<file path="src/rtl/merge_buffered_arb.sv">
// N-input elastic merge: arbitrates among valid producers and buffers each
// accepted token, tagged with its source channel, in a DEPTH-slot FIFO.
// Only the granted input ever sees ready, so held-off producers keep their data.
module merge_buffered_arb #(
  parameter int unsigned INPUTS   = 2,
  parameter int unsigned BITWIDTH = 32,
  parameter int unsigned DEPTH    = 2,
  parameter int unsigned ARB_MODE = 0,
  localparam int unsigned IDXW    = (INPUTS > 1) ? $clog2(INPUTS) : 1
) (
  input  logic                       clk,
  input  logic                       rst,
  input  logic [INPUTS*BITWIDTH-1:0] ins,
  input  logic [INPUTS-1:0]          ins_valid,
  output logic [INPUTS-1:0]          ins_ready,
  output logic [BITWIDTH-1:0]        outs,
  output logic [IDXW-1:0]            outs_index,
  output logic                       outs_valid,
  input  logic                       outs_ready
);

  localparam int unsigned CW = $clog2(DEPTH + 1);
  localparam int unsigned PW = (DEPTH > 1) ? $clog2(DEPTH) : 1;

  logic [BITWIDTH-1:0] data_q [DEPTH];
  logic [IDXW-1:0]     idx_q  [DEPTH];

  logic [PW-1:0]   wr_q, wr_d;
  logic [PW-1:0]   rd_q, rd_d;
  logic [CW-1:0]   count_q, count_d;
  logic [IDXW-1:0] last_q, last_d;

  logic            gnt_vld;
  logic [IDXW-1:0] gnt_idx;
  logic            space;
  logic            push;
  logic            pop;

  // Arbiter: loops run from lowest to highest priority so the last hit wins.
  always_comb begin
    gnt_vld = 1'b0;
    gnt_idx = '0;
    if (ARB_MODE == 0) begin
      for (int i = INPUTS - 1; i >= 0; i--) begin
        if (ins_valid[i]) begin
          gnt_vld = 1'b1;
          gnt_idx = IDXW'(i);
        end
      end
    end else begin
      // Round-robin: scan last+1 .. last+INPUTS, nearest offset wins.
      for (int k = INPUTS; k >= 1; k--) begin
        if (ins_valid[(int'(last_q) + k) % INPUTS]) begin
          gnt_vld = 1'b1;
          gnt_idx = IDXW'((int'(last_q) + k) % INPUTS);
        end
      end
    end
  end

  // Handshake: a full FIFO still accepts when the head leaves this cycle.
  always_comb begin
    pop       = outs_valid & outs_ready;
    space     = (count_q < CW'(DEPTH)) | pop;
    push      = gnt_vld & space;
    ins_ready = '0;
    if (gnt_vld && space) begin
      ins_ready[gnt_idx] = 1'b1;
    end
  end

  // Head slot drives the outputs directly from registered storage.
  always_comb begin
    outs_valid = (count_q != '0);
    outs       = data_q[rd_q];
    outs_index = idx_q[rd_q];
  end

  // Next-state for pointers, occupancy and round-robin history.
  always_comb begin
    wr_d    = wr_q;
    rd_d    = rd_q;
    last_d  = last_q;
    count_d = count_q + CW'(push) - CW'(pop);
    if (push) begin
      wr_d   = (wr_q == PW'(DEPTH - 1)) ? '0 : wr_q + PW'(1);
      last_d = gnt_idx;
    end
    if (pop) begin
      rd_d = (rd_q == PW'(DEPTH - 1)) ? '0 : rd_q + PW'(1);
    end
  end

  // Control state; reset leaves input 0 as the first round-robin candidate.
  always_ff @(posedge clk or negedge rst) begin
    if (!rst) begin
      wr_q    <= '0;
      rd_q    <= '0;
      count_q <= '0;
      last_q  <= IDXW'(INPUTS - 1);
    end else begin
      wr_q    <= wr_d;
      rd_q    <= rd_d;
      count_q <= count_d;
      last_q  <= last_d;
    end
  end

  // FIFO storage; cleared on reset so the idle outputs read zero.
  always_ff @(posedge clk or negedge rst) begin
    if (!rst) begin
      for (int s = 0; s < DEPTH; s++) begin
        data_q[s] <= '0;
        idx_q[s]  <= '0;
      end
    end else if (push) begin
      data_q[wr_q] <= ins[gnt_idx*BITWIDTH +: BITWIDTH];
      idx_q[wr_q]  <= gnt_idx;
    end
  end

endmodule
</file>
<file path="config.mk">
export PLATFORM = sky130hd
export DESIGN_NAME = merge_buffered_arb
export DESIGN_NICKNAME = d
export VERILOG_FILES = /design/src/rtl/merge_buffered_arb.sv
export SDC_FILE = /design/constraint.sdc
export NUM_CORES = 1
export LEC_CHECK = 0
export ABC_CLOCK_PERIOD_IN_PS = 2700
export BUFFER_PORTS_ARGS = -buffer_cell sky130_fd_sc_hd__buf_2
export CAP_MARGIN = 20
export CORE_ASPECT_RATIO = 0.8
export CORE_UTILIZATION = 50
export CTS_CLUSTER_DIAMETER = 50
export DETAILED_ROUTE_END_ITERATION = 8
export PLACE_DENSITY = 0.75
export REMOVE_ABC_BUFFERS = 1
export SETUP_SLACK_MARGIN = 0.5
export SYNTH_ARGS = -nofsm -noshare
export SYNTH_HDL_FRONTEND = slang
export SYNTH_SLANG_ARGS = --single-unit
export TNS_END_PERCENT = 30
</file>
<file path="constraint.sdc">
create_clock -name clk -period 2.7 [get_ports clk]
set_clock_uncertainty 0.2 [all_clocks]
set_input_delay 0.675 -clock clk [delete_from_list [all_inputs] [get_ports clk]]
set_output_delay 0.675 -clock clk [all_outputs]
set_load 0.005 [all_outputs]
</file>
==> impl_metrics.tcl, run 1 <==
set metrics [dict create \
    outcome "completed" \
    p_leak_nw 2.037 \
    dp.cells 422 \
    synth_compound_area_share_pct 0.7788 \
    cts_setup_buffers 0 \
    rows 27 \
    place_hpwl_mm 4.461 \
    clk_latency_ns 0.33 \
    min_period_ns 2.317 \
    setup-tns-final_ns 0 \
    ctsHoldBuffers 0 \
    critPathRequiredTime_ns 1.82 \
    rsz0062_at_grt "yes" \
    hold_viol_final 0 \
    synth_cells 236 \
    drive_gt1_share_pct 74.43 \
    yosysWarnings 0 \
    grt-ovfl-total 0 \
    synth.area.mux_share_pct 41.84 \
    fin_nets 418 \
    nFillCells 539 \
    critPathMaxFanout 12 \
    ant_nets 0 \
    synthAdderAreaFrac_pct 0.7080 \
    setup_viol 0 \
    synth_top_family_by_area "multiplexers" \
    hold_class "input pin to async pin" \
    fin_cells 439 \
    ys_ff_latch 70 \
    initial_utilization_pct 51.54 \
    grt_pass1_vias 2326 \
    end_kind "output pin" \
    area_growth_pct 25.81 \
    die_x_um 96.01 \
    drv_slew 0 \
    clock.fmax_mhz 431.5 \
    grt_use_total_pct 19.69 \
    drt-total-wl_mm 6.563 \
    numCtsBuffers 9 \
    finish.utilization_pct 64.84 \
    critPathLaunchType "flip-flop" \
    io_buffers 104 \
    synth_top_cell_by_area "dfrtp_1" \
    clk_pin_slew_ns 0.08 \
    setup_slack_ns 0.3825 \
    drt-pass1-iter-count 4 \
    cellPowerDensity_nw_per_um2 1179 \
    peakVddDrop_uv 477.5 \
    synth_area_leaders "dfrtp_1 50%, mux2_2 38%, mux2_4 3.0%, buf_6 2.2%, mux2_1 0.96%" \
    place_congestion 0.6749 \
    yosysUniqueCellTypes 23 \
    cp.arrival_ns 1.44 \
    clkSinkCount 70 \
    io_pins 105 \
    drv_cap 0 \
    yosys.area_share.simple_pct 2.513 \
    place_ws_ns 0.4683 \
    netlist.area_leader.share_pct 49.56 \
    tightest_slew_ns 0.3698 \
    final.period_utilization_pct 85.83 \
    drtIter0Drc 54 \
    synth-xor-area-share_pct 0.9912 \
    wl_per_cell_um 14.95 \
    yosysSeqAreaShare_pct 49.56 \
    vias 2225 \
    synth_area_sq_um 3535 \
    die_h_um 77.20 \
    syn_avg_cell_area_sq_um 14.98 \
    antenna_cells 0 \
    cts_tree "done" \
    dieArea_sq_um 7412 \
    drc 0 \
    antenna_found_initial 0 \
    worstSetupPathType "flip-flop to output pin" \
    grt_pass1_wl_mm 10.96 \
    core_area_sq_um 6858 \
    regToRegSetupSlack_ns 0.72 \
    clockBufferDepth 2 \
    relSlewSlack_pct 75.35 \
    grt_start_max_net_pins 71 \
    cts-root-buf "clkbuf_8" \
    drt-vias-per-instance 5.068 \
    h-tree-depth 3 \
]
[registers in the layout (all words and copies together), names as in the netlist]
register,cells
data_q,64
count_q,2
idx_q,2
rd_q,1
wr_q,1
[what timing repair did]
action	in CTS	in global routing
setup endpoints to repair	33	34
resized for setup	3	2
cloned	0	1
[final cells by class]
| class | count | area (sq um) | share of cell area [%] |
|---|---|---|---|
| Clock inverter | 5 | 128.9 | 2.898 |
| Timing Repair Buffer | 114 | 641.9 | 14.43 |
| Tap cell | 87 | 108.9 | 2.448 |
| Clock buffer | 11 | 151.4 | 3.405 |
| Inverter | 2 | 7.507 | 0.1688 |
| Multi-Input combinational cell | 150 | 1655 | 37.23 |
| Sequential cell | 70 | 1753 | 39.42 |
[routing by layer]
metal,track usage (%),share of wire [%],up-vias
met5,0,0,-
met4,4.925,1.0,0
met3,7.540,6.0,9
met2,30.78,47,64
met1,25.57,46,1081
li1,-,-,1071
[worst max-delay path, cell delays in order (launching register included)]
cell and delay [ns]:
dfrtp_2 0.43, clkbuf_16 0.20, mux2_2 0.35, buf_2 0.13
[metrics by stage]
step | power (mW) | area, sq um | hold slack, ns
detailed placement | 4.059 | 4124 | 0.2783
global route | 5.622 | 4447 | 0.1682
CTS | 5.257 | 4417 | 0.1526
floorplan | 3.264 | 3415 | 0.1794
global placement | 4.003 | 4124 | 0.2624
finish | 5.242 | 4447 | 0.1287
[placed cells by master (no fill, tap or decap), types with 3 or more instances in the layout]
cell and count:
mux2_2 119, buf_2 104, dfrtp_1 69, clkbuf_8 11, mux2_4 7, buf_4 6
bufinv_16 4, and2_1 3, xnor2_1 3, mux2_1 3
[logic make-up (layout without fill, tap and decap cells)]
| kind of cell | count (synthesis) | after routing |
|---|---|---|
| AOI/OAI and AO/OA | 5 | 5 |
| xor gates and xnor gates | 4 | 4 |
| adders and majority gates | 2 | 2 |
| buffers and inverters | 16 | 132 |
| DFF | 70 | 70 |
| muxes | 129 | 129 |
| and+or+nand+nor | 10 | 10 |
[where the power goes]
group	switching [mW]	internal (mW)
sequential	0.277	1.60
combinational	0.837	1.38
clock	0.393	0.759
[synth_stat cells]
master,number
a21oi_1,2
buf_4,3
inv_1,1
mux2_2,119
mux2_4,7
mux2_1,3
inv_2,1
clkbuf_1,1
nor2_1,1
xor2_1,1
xnor2_1,3
ha_1,2
nor3_4,2
and2_1,3
dfrtp_1,70
nor2b_4,1
a31oi_1,2
buf_2,3
buf_6,7
and2b_1,1
or2_2,1
o21ai_0,1
nand2b_1,1
[path summary, 6_finish.rpt]
| check | startpoint | endpoint | depth (start not counted) |
|---|---|---|---|
| max in group asynchronous | rst | rd_q$_DFFE_PN0P_ | 2 |
| worst max-delay path | rd_q$_DFFE_PN0P_ | outs[18] | 3 |
| worst max register to register | count_q[1]$_DFF_PN0_ | count_q[1]$_DFF_PN0_ | 7 |
| min in group clk | data_q[13]$_DFFE_PN0P_ | data_q[13]$_DFFE_PN0P_ | 1 |
| worst min-delay path | rst | data_q[53]$_DFFE_PN0P_ | 2 |
| worst min register to register | data_q[13]$_DFFE_PN0P_ | data_q[13]$_DFFE_PN0P_ | 1 |
(Power assumes the default switching activity.)
==> run 2, diff against run 1 <==
--- a/config.mk
+++ b/config.mk
@@ -13,6 +13,7 @@
 export CTS_CLUSTER_DIAMETER = 50
 export DETAILED_ROUTE_END_ITERATION = 8
 export PLACE_DENSITY = 0.75
+export RECOVER_POWER = 25
 export REMOVE_ABC_BUFFERS = 1
 export SETUP_SLACK_MARGIN = 0.5
 export SYNTH_ARGS = -nofsm -noshare
==> run 2 against run 1 <==
Net effect:
- sequential power about the same
- power is essentially flat
- worst hold slack improved by 0.037 ns
- critical path type unchanged
- register-to-register slack barely moved
- clock power about the same
- critical path depth is the same
- non-clock buffer count unchanged
- die area is the same
- via count barely moved
==> impl_metrics.tcl, run 2 (same netlist as run 1, synthesis figures left out) <==
set metrics [dict create \
    cp.arrival_ns 1.44 \
    drt-pass1-iter-count 4 \
    reg2reg_from "count_q[1]$_DFF_PN0_" \
    clkPwrFrac_pct 22.0 \
    clock.fmax_mhz 432.2 \
    p_int_mw 3.735 \
    grt_pass1_wl_mm 10.96 \
    antenna_found_initial 0 \
    whs_ns 0.1659 \
    drt-vias-per-instance 5.073 \
    area_growth_pct 25.77 \
    swShare_pct 28.74 \
    grt_use_total_pct 19.69 \
    p_leak_nw 2.034 \
    vias 2227 \
    fin_cells 439 \
    drt-total-wl_mm 6.565 \
    die_h_um 77.20 \
    dieArea_sq_um 7412 \
    ant_nets 0 \
    final.period_utilization_pct 85.69 \
    cellPowerDensity_nw_per_um2 1179 \
    p_comb_share_pct 42.3 \
    fin_nets 418 \
    initial_utilization_pct 51.54 \
    setup-tns-final_ns 0 \
    rsz0062_at_grt "yes" \
    r2r_cells 7 \
    hold_class "input pin to async pin" \
    io_buffers 104 \
    peakVddDrop_uv 477.2 \
    clockBufferDepth 2 \
    drtIter0Drc 52 \
    drv_slew 0 \
    seq_area_sq_um 1753 \
    multiInputGateArea_sq_um 1655 \
    drv_cap 0 \
    cts_tree "done" \
    place_hpwl_mm 4.461 \
    power_switching_mw 1.506 \
    worstSetupPathType "flip-flop to output pin" \
    io_pins 105 \
    r2r_end "count_q[1]$_DFF_PN0_" \
    cts-root-buf "clkbuf_8" \
    grt-ovfl-total 0 \
    critPathRequiredTime_ns 1.82 \
    ctsHoldBuffers 0 \
    end_kind "output pin" \
    final_cell_mix "119 x mux2_2, 103 x buf_2, 69 x dfrtp_1, 11 x clkbuf_8, 7 x mux2_4" \
    place_congestion 0.6749 \
    die_x_um 96.01 \
    regMostFlops "data_q" \
    finish.utilization_pct 64.82 \
    drc 0 \
    antenna_cells 0 \
    numCtsBuffers 9 \
    drive_gt1_share_pct 74.15 \
    critPathLaunchType "flip-flop" \
    grt_pass1_vias 2326 \
    critPathMaxFanout 12 \
    largestRegisters "data_q x64, count_q x2, idx_q x2" \
    setup_viol 0 \
    regToRegSetupSlack_ns 0.72 \
    wl_per_cell_um 14.95 \
    nFillCells 540 \
    hold_viol_final 0 \
    power.share.sequential_pct 35.8 \
    core_area_sq_um 6858 \
    largest_reg_flops 64 \
    min_period_ns 2.314 \
    clk_pin_slew_ns 0.08 \
    grt_start_max_net_pins 71 \
    outcome "completed" \
    tightest_slew_ns 0.3723 \
    relSlewSlack_pct 75.18 \
    h-tree-depth 3 \
    cts_setup_buffers 0 \
    clkSinkCount 70 \
    final_common_cell "mux2_2" \
    dp.cells 422 \
    clk_latency_ns 0.33 \
    rows 27 \
]
==> run 2: final cells by class <==
type                    count  area share, %
well taps                  87          2.449
clock buffers              11          3.406
inverters                   2         0.1689
repair buffers            114          14.41
multi-input cells         150          37.24
flip-flops and latches     70          39.43
clock inverters             5          2.899
==> run 2: power groups by stage <==
stage	Combinational (mW)	Clock, mW	Sequential, mW
final	2.22	1.15	1.87
after floorplan	1.41	0	1.86
after detailed placement	2.18	0	1.88
after global routing	2.44	1.22	1.95
after CTS	2.22	1.17	1.87
after global placement	2.15	0	1.85
==> run 2: how the worst max path moves through the flow <==
| stage | from | to | slack [ns] | depth (start not counted) |
|---|---|---|---|---|
| after global placement | ins_valid[1] | data_q[12]$_DFFE_PN0P_ | 0.50 | 5 |
| after floorplan | outs_ready | data_q[0]$_DFFE_PN0P_ | 0.22 | 3 |
| after global routing | rd_q$_DFFE_PN0P_ | outs[18] | 0.32 | 3 |
| final | rd_q$_DFFE_PN0P_ | outs[18] | 0.39 | 3 |
| after detailed placement | ins_valid[1] | data_q[13]$_DFFE_PN0P_ | 0.47 | 5 |
| after CTS | rd_q$_DFFE_PN0P_ | outs[9] | 0.38 | 3 |
==> run 2: critical path, cell delays in order, from the launching register on <==
cell       delay [ns]
dfrtp_2          0.43
clkbuf_16        0.20
mux2_2           0.34
buf_2            0.13
==> run 2: what timing repair did <==
action                     in CTS  in global routing
gates resized for setup         3                  2
setup endpoints to repair      33                 34
gates cloned                    0                  1
pin swaps                       0                  0
==> run 2: metrics by stage <==
| step | setup WS, ns | cell area (sq um) | total power [mW] |
|---|---|---|---|
| after floorplan | 0.2203 | 3415 | 3.264 |
| after global placement | 0.4998 | 4124 | 4.003 |
| after detailed placement | 0.4683 | 4124 | 4.059 |
| after CTS | 0.3839 | 4417 | 5.257 |
| after global routing | 0.3211 | 4446 | 5.622 |
| final | 0.3863 | 4446 | 5.241 |
==> run 2: metal layers <==
| metal | share of wire, % | track usage, % |
|---|---|---|
| met1 | 46 | 25.57 |
| met2 | 47 | 30.78 |
| met3 | 6.0 | 7.540 |
| met4 | 1.0 | 4.925 |
| met5 | 0 | 0 |
==> run 3, diff against run 2 <==
--- a/config.mk
+++ b/config.mk
@@ -12,8 +12,7 @@
 export CORE_UTILIZATION = 50
 export CTS_CLUSTER_DIAMETER = 50
 export DETAILED_ROUTE_END_ITERATION = 8
-export PLACE_DENSITY = 0.75
-export RECOVER_POWER = 25
+export PLACE_DENSITY = 0.78
 export REMOVE_ABC_BUFFERS = 1
 export SETUP_SLACK_MARGIN = 0.5
 export SYNTH_ARGS = -nofsm -noshare
==> run 3 against run 2 <==
Net effect:
- via count up 0.40%
- critical path depth unchanged
- sequential cell count unchanged
- setup slack better by 0.054 ns
- global-route usage down 0.30 points
==> impl_metrics.tcl, run 3 (same netlist as run 1, synthesis figures left out) <==
set metrics [dict create \
    rsz0062_at_grt "yes" \
    grt-ovfl-total 0 \
    r2r_cells 7 \
    antenna_cells 0 \
    grt_use_total_pct 19.38 \
    cp.arrival_ns 1.38 \
    area_growth_pct 22.87 \
    clock.fmax_mhz 442.6 \
    core_area_sq_um 6858 \
    hold_viol_final 0 \
    peakVddDrop_uv 536.8 \
    ctsHoldBuffers 0 \
    place_hpwl_mm 4.504 \
    final_cell_mix "119 x mux2_2, 104 x buf_2, 69 x dfrtp_1, 10 x clkbuf_8, 7 x mux2_4" \
    vias 2236 \
    clkSinkCount 70 \
    die_x_um 96.01 \
    drt-total-wl_mm 6.605 \
    cts_tree "done" \
    crit_end "outs[27]" \
    drt-pass1-iter-count 3 \
    final.period_utilization_pct 83.68 \
    clk_pin_slew_ns 0.06 \
    critPathLaunchType "flip-flop" \
    io_pins 105 \
    tightest_slew_ns 0.3744 \
    p_leak_nw 1.976 \
    startpoint "rd_q$_DFFE_PN0P_" \
    io_buffers 104 \
    drc 0 \
    grt_start_max_net_pins 71 \
    end_kind "output pin" \
    reg2reg_from "count_q[1]$_DFF_PN0_" \
    drv_slew 0 \
    p_total_mw 4.883 \
    numCtsBuffers 9 \
    setup-tns-final_ns 0 \
    regMostFlops "data_q" \
    drtIter0Drc 53 \
    h-tree-depth 3 \
    worstSetupPathType "flip-flop to output pin" \
    die_h_um 77.20 \
    final_common_cell "mux2_2" \
    drive_gt1_share_pct 72.99 \
    hold_class "input pin to async pin" \
    critPathRequiredTime_ns 1.82 \
    initial_utilization_pct 51.54 \
    grt_pass1_wl_mm 10.95 \
    place_congestion 0.6967 \
    wl_per_cell_um 15.18 \
    relSlewSlack_pct 75.04 \
    r2r_end "count_q[1]$_DFF_PN0_" \
    ant_nets 0 \
    largest_reg_flops 64 \
    rows 27 \
    fin_nets 415 \
    cts-root-buf "clkbuf_8" \
    drv_cap 0 \
    nFillCells 574 \
    clockBufferDepth 2 \
    regToRegSetupSlack_ns 0.69 \
    critPathMaxFanout 18 \
    grt_pass1_vias 2278 \
    setup_viol 0 \
    drt-vias-per-instance 5.140 \
    largestRegisters "data_q x64, count_q x2, idx_q x2" \
    outcome "completed" \
    clk_latency_ns 0.32 \
    min_period_ns 2.259 \
    antenna_found_initial 0 \
    cellPowerDensity_nw_per_um2 1124 \
    dieArea_sq_um 7412 \
]
## run 3: cell count changes in the layout (fill, tap and decap cells not counted), sizes merged
cell    before  now
buf        112  111
bufinv       4    1
clkbuf      13   14
clkinv       1    0
## run 3: worst max-delay path: stages (launching register included)
cell and delay (ns):
dfrtp_2 0.41, buf_12 0.18, mux2_2 0.36, buf_2 0.13
## run 3: worst min path at each step
stage | startpoint | to | slack, ns | depth (start not counted)
after floorplan | rst | count_q[0]$_DFF_PN0_ | 0.18 | 0
after global placement | data_q[13]$_DFFE_PN0P_ | data_q[13]$_DFFE_PN0P_ | 0.26 | 1
after detailed placement | data_q[12]$_DFFE_PN0P_ | data_q[12]$_DFFE_PN0P_ | 0.27 | 1
after CTS | rst | data_q[11]$_DFFE_PN0P_ | 0.16 | 2
after global routing | rst | data_q[11]$_DFFE_PN0P_ | 0.19 | 2
final | rst | data_q[11]$_DFFE_PN0P_ | 0.16 | 2
## run 3: layout make-up
type | instances | area, sq um | share of cell area (%)
multi-input cells | 150 | 1655 | 38.12
well taps | 87 | 108.9 | 2.506
clock buffers | 14 | 152.6 | 3.515
flip-flops and latches | 70 | 1753 | 40.36
repair buffers | 111 | 635.6 | 14.64
inverters | 2 | 7.507 | 0.1729
clock inverters | 1 | 30.03 | 0.6914
## run 3: power by group
part	internal [mW]	switching [mW]	total, mW
sequential	1.60	0.274	1.87
clock	0.449	0.345	0.794
combinational	1.38	0.839	2.22
## run 3: what timing repair did
item | in CTS | in global routing
resized for setup | 2 | 5
setup buffers | 0 | 0
setup endpoints to repair | 33 | 34
## run 3: metrics by stage
step | std cells | hold WS [ns] | cell area [sq um] | setup WS [ns] | utilization (%)
2_1_floorplan | 222 | 0.1794 | 3415 | 0.2203 | -
3_3_place_gp | 420 | 0.2625 | 4134 | 0.4988 | 60.28
3_5_place_dp | 420 | 0.2729 | 4134 | 0.4375 | 60.28
4_1_cts | 435 | 0.1645 | 4324 | 0.3829 | 63.05
5_1_grt | 435 | 0.1890 | 4343 | 0.3800 | 63.33
6_report | 435 | 0.1591 | 4343 | 0.4407 | 63.33
## run 3: routing by layer
layer / GRT usage [%] / wire [um] / vias up / part of all wire (%)
li1: - / - / 1069 / -
met1: 24.56 / 2895 / 1099 / 44
met2: 31.99 / 3298 / 66 / 50
met3: 5.952 / 389 / 2 / 5.9
met4: 4.925 / 22 / 0 / 0.33
met5: 0 / 0 / - / 0
